===== config.mk =====
export PLATFORM = sky130hd
export DESIGN_NAME = pc_next_gen
export DESIGN_NICKNAME = d
export VERILOG_FILES = /design/src/rtl/pc_next_gen.sv
export SDC_FILE = /design/constraint.sdc
export NUM_CORES = 1
export LEC_CHECK = 0
export BUFFER_PORTS_ARGS = -buffer_cell sky130_fd_sc_hd__buf_2
export CAP_MARGIN = 20
export CORE_ASPECT_RATIO = 1.25
export CORE_MARGIN = 2
export CORE_UTILIZATION = 30
export DETAILED_ROUTE_END_ITERATION = 10
export GPL_ROUTABILITY_DRIVEN = 0
export PLACE_DENSITY = 0.56
export SLEW_MARGIN = 20
export SYNTH_ARGS = -nofsm -noshare
export SYNTH_HDL_FRONTEND = slang
export SYNTH_SLANG_ARGS = --single-unit

===== constraint.sdc =====
create_clock -name clk -period 7.24 [get_ports clk]
set_clock_uncertainty 0.2 [all_clocks]
set_input_delay 1.448 -clock clk [delete_from_list [all_inputs] [get_ports clk]]
set_output_delay 1.448 -clock clk [all_outputs]
set_load 0.1 [all_outputs]

===== src/rtl/pc_next_gen.sv =====
// Next-PC sequencer: boot fetch, control-flow priority select and a
// circular return-address stack feeding the PC register's D input.
module pc_next_gen #(
  parameter int               WIDTH        = 32,
  parameter logic [WIDTH-1:0] RESET_VECTOR = '0,
  parameter int               RAS_DEPTH    = 4
) (
  input  logic             clk,
  input  logic             rst_n,
  input  logic [WIDTH-1:0] pc,
  input  logic             stall,
  input  logic             branch_taken,
  input  logic [WIDTH-1:0] branch_target,
  input  logic             jump,
  input  logic             call,
  input  logic [WIDTH-1:0] jump_target,
  input  logic             ret,
  output logic [WIDTH-1:0] pc_next,
  output logic             ras_empty,
  output logic             ras_full,
  output logic             ras_overflow,
  output logic             ras_underflow
);

  localparam int PW = $clog2(RAS_DEPTH);
  localparam int CW = PW + 1;
  localparam logic [WIDTH-1:0] ALIGN = ~WIDTH'(3);

  typedef enum logic {BOOT, RUN} state_e;

  state_e           state_q, state_d;
  logic [WIDTH-1:0] ras_q [RAS_DEPTH];
  logic [PW-1:0]    ptr_q, ptr_d;
  logic [CW-1:0]    cnt_q, cnt_d;
  logic             ovf_q, ovf_d;
  logic             udf_q, udf_d;

  logic             wr_en;
  logic [PW-1:0]    wr_idx;
  logic             push;
  logic [PW-1:0]    top_idx;
  logic [WIDTH-1:0] pc_inc;
  logic [WIDTH-1:0] ras_top;
  logic [WIDTH-1:0] jt_al;
  logic [WIDTH-1:0] bt_al;

  // ptr_q is the next free slot; the top entry sits just below it.
  assign top_idx = ptr_q - PW'(1);
  assign pc_inc  = pc + WIDTH'(4);
  assign ras_top = ras_q[top_idx] & ALIGN;
  assign jt_al   = jump_target & ALIGN;
  assign bt_al   = branch_target & ALIGN;

  assign ras_empty     = (cnt_q == '0);
  assign ras_full      = (cnt_q == CW'(RAS_DEPTH));
  assign ras_overflow  = ovf_q;
  assign ras_underflow = udf_q;

  always_comb begin
    state_d = state_q;
    ptr_d   = ptr_q;
    cnt_d   = cnt_q;
    ovf_d   = ovf_q;
    udf_d   = udf_q;
    wr_en   = 1'b0;
    wr_idx  = ptr_q;
    push    = 1'b0;
    pc_next = pc_inc;

    if (state_q == BOOT) begin
      pc_next = RESET_VECTOR;
      if (!stall) state_d = RUN;
    end else begin
      priority case (1'b1)
        stall: pc_next = pc;
        ret && call: begin
          pc_next = ras_empty ? jt_al : ras_top;
          if (ras_empty) begin
            push  = 1'b1;
            udf_d = 1'b1;
          end else begin
            wr_en  = 1'b1;
            wr_idx = top_idx;
          end
        end
        ret: begin
          if (ras_empty) begin
            udf_d = 1'b1;
          end else begin
            pc_next = ras_top;
            ptr_d   = top_idx;
            cnt_d   = cnt_q - CW'(1);
          end
        end
        call: begin
          pc_next = jt_al;
          push    = 1'b1;
        end
        jump:         pc_next = jt_al;
        branch_taken: pc_next = bt_al;
        default:      pc_next = pc_inc;
      endcase
    end

    // A push when full lands on the oldest slot, which ptr_q has wrapped onto.
    if (push) begin
      wr_en  = 1'b1;
      wr_idx = ptr_q;
      ptr_d  = ptr_q + PW'(1);
      if (ras_full) ovf_d = 1'b1;
      else          cnt_d = cnt_q + CW'(1);
    end
  end

  always_ff @(posedge clk or negedge rst_n) begin
    if (!rst_n) begin
      state_q <= BOOT;
      ptr_q   <= '0;
      cnt_q   <= '0;
      ovf_q   <= 1'b0;
      udf_q   <= 1'b0;
      for (int i = 0; i < RAS_DEPTH; i++) ras_q[i] <= '0;
    end else begin
      state_q <= state_d;
      ptr_q   <= ptr_d;
      cnt_q   <= cnt_d;
      ovf_q   <= ovf_d;
      udf_q   <= udf_d;
      if (wr_en) ras_q[wr_idx] <= pc_inc;
    end
  end

endmodule


==> results.cfg <==
[clocking]
cts_hold_buf = 0
cts_buffers = 17
htree_levels = 4
cts.path.max_buffers = 2
cts_tree = done
postCtsSetupRepairBufs = 0
clock-sinks = 128
post_cts_resized = 0
cts_root_buf = clkbuf_16
clock_latency_ns = 0.43
clk_pin_slew_worst_paths_ns = 0.06

[critical_path]
critPathArrivalTime_ns = 4.45
rr_startpoint = state_q
cp_max_fo = 11
ff2ff_setup_slack_ns = 3.03
endpoint_kind = output pin
crit_required_ns = 5.59
worstSetupStartpointType = primary input
setup.worst_path.class = in2out
r2r_end = ras_q[52]
reg2reg_depth = 8

[global_route]
grt_pass1_wl_um = 44900
grt_pass1_vias = 7404
grt_usage_pct = 21.7
grt_max_degree = 77
antenna_found_initial = 1
grt_overflow = 0

[cells_and_area]
seqCellArea_um2 = 3200
most-common-layout-cells = a21oi_1 (136), buf_2 (133), nor2_1 (129), dfrtp_1 (127), o21ai_0 (87)
layout.nets = 1130
diodes = 0
design_area_um2 = 9630
multi_input_area_um2 = 4430
syn_to_final_growth_pct = 21.0
layout-drive-gt1-share_pct = 23.9
fill_cells = 2747
layout_commonest_cell = a21oi_1

[timing]
setup_viol = 0
min_period_over_period_pct = 84.2
worst_hold_slack_ns = 0.262
fmax_ghz = 0.164
rsz0062_at_grt = false
min_period_ns = 6.10
max-slew-margin-rel_pct = 25.3
worst_pin_slew_ns = 1.11
fin_setup_tns_ns = 0
hold_viol = 0
slew_viol_final = 0

[die]
initial_core_util_pct = 30.5
coreArea_um2 = 26100
die_x_um = 150
io_pins = 139
die_h_um = 186
rows = 66
die-area_um2 = 27900

[synth]
synth_area_um2 = 7960
yosysTopAreaCell = dfrtp_1
synth.avg_cell_area_um2 = 8.64
synth_cell_types = 63
syn-num-nets = 1028
syn_inst = 921
synth_edf_count = 0
yosys-top-cells-area = dfrtp_1 (40%), a21oi_1 (8.7%), mux4_2 (7.6%)
synth_top_area_share_pct = 40.2
synth_flop_cell = dfrtp_1
ys_warn_count = 0
ys_ff_latch = 128
ys_seq_area_share_pct = 40.2
async_reset_ff_share_pct = 100

[power]
power.density_nw_per_um2 = 421
cellLeakagePower_uw = 0.00401
ir_drop_uv = 173

[route]
drt_wl_total_um = 29900
drt-vias-per-instance = 5.61
drtPass1Iterations = 5
ant_nets = 0
vias = 7716
wl_per_cell_um = 21.7
drcViolationCount = 0
first_iter_violations = 649

[placement]
io_buffers = 134
postPlaceCellArea_um2 = 8970
hpwl_um = 20300

[worst_hold_path]
min_path_cells = 1
min_to = ras_overflow
hold_start = ras_overflow
hold_path_class = reg2reg

[run_status]
status = finished, final reports clean

[flow_run]
cap_violations = 0
## worst max-delay path, stage by stage
cell and delay, ns:
buf_2 0.20, nand3_2 0.20, nor4_2 0.98, nand3_1 0.31, xor2_1 0.30, o221a_2 0.28
a31oi_1 0.24, buf_2 0.48
## worst max-delay path by stage
stage | start | end | slack, ns | cells past startpoint
floorplan | pc[10] | pc_next[27] | 0.75 | 8
global placement | pc[10] | pc_next[28] | 1.24 | 8
detailed placement | pc[10] | pc_next[28] | 1.22 | 8
CTS | pc[10] | pc_next[28] | 1.22 | 8
global route | pc[10] | pc_next[28] | 1.06 | 8
finish | pc[10] | pc_next[28] | 1.14 | 8
## per-layer routing
| metal | GRT usage [%] | up-vias | share of wire (%) |
|---|---|---|---|
| met5 | 0 | - | 0.040 |
| met4 | 8.60 | 2 | 3.1 |
| met3 | 4.07 | 61 | 8.2 |
| met2 | 34.2 | 354 | 46 |
| met1 | 29.6 | 3777 | 42 |
| li1 | - | 3522 | - |
## stage by stage
stage | std cells | setup WS (ns) | util (%) | total power, uW
floorplan | 921 | 0.748 | - | 2690
global placement | 1343 | 1.24 | 34.4 | 3090
detailed placement | 1343 | 1.22 | 34.4 | 3120
CTS | 1375 | 1.22 | 36.8 | 4060
global route | 1376 | 1.06 | 36.9 | 4300
finish | 1376 | 1.14 | 36.9 | 4060
## state kept, by name (all words and copies together), names as in the netlist
signal and cells:
cnt_q 3, ras_q 120, ras_overflow 1, state_q 1, ras_underflow 1, ptr_q 2
## cell families after synthesis
logic type	Yosys count	synth area share, %
simple gates	316	18.4
compound gates	297	21.7
flops	128	40.2
buf+inv	92	4.65
mux	48	10.4
xor+xnor	36	4.05
fa+ha+maj	4	0.629
## area by class of cell
| class | count | area share [%] |
|---|---|---|
| Multi-Input combinational cell | 701 | 46.0 |
| Sequential cell | 128 | 33.3 |
| Clock inverter | 13 | 1.92 |
| Timing Repair Buffer | 156 | 8.91 |
| Tap cell | 340 | 4.42 |
| Inverter | 19 | 0.740 |
| Clock buffer | 19 | 4.70 |
## Yosys cell counts, types with 7 or more instances
library cell / count
a21oi_1: 138
nor2_1: 130
dfrtp_1: 128
o21ai_0: 87
nand2_1: 79
clkbuf_1: 46
nand3_1: 35
mux4_2: 27
buf_2: 20
xnor2_1: 18
inv_1: 17
xor2_1: 17
mux2i_1: 15
nor3_1: 12
a211oi_1: 10
and3_1: 10
nand4_1: 9
o221ai_1: 9
buf_1: 7
o22ai_1: 7
or3_1: 7
## where the power goes
part           internal, uW  leakage (uW)  switching [uW]
clock                   595      0.000309             342
combinational           658       0.00224            1170
sequential             1060       0.00147             225
total                  2320       0.00401            1740
No activity file was read; power rests on OpenSTA's default activity.
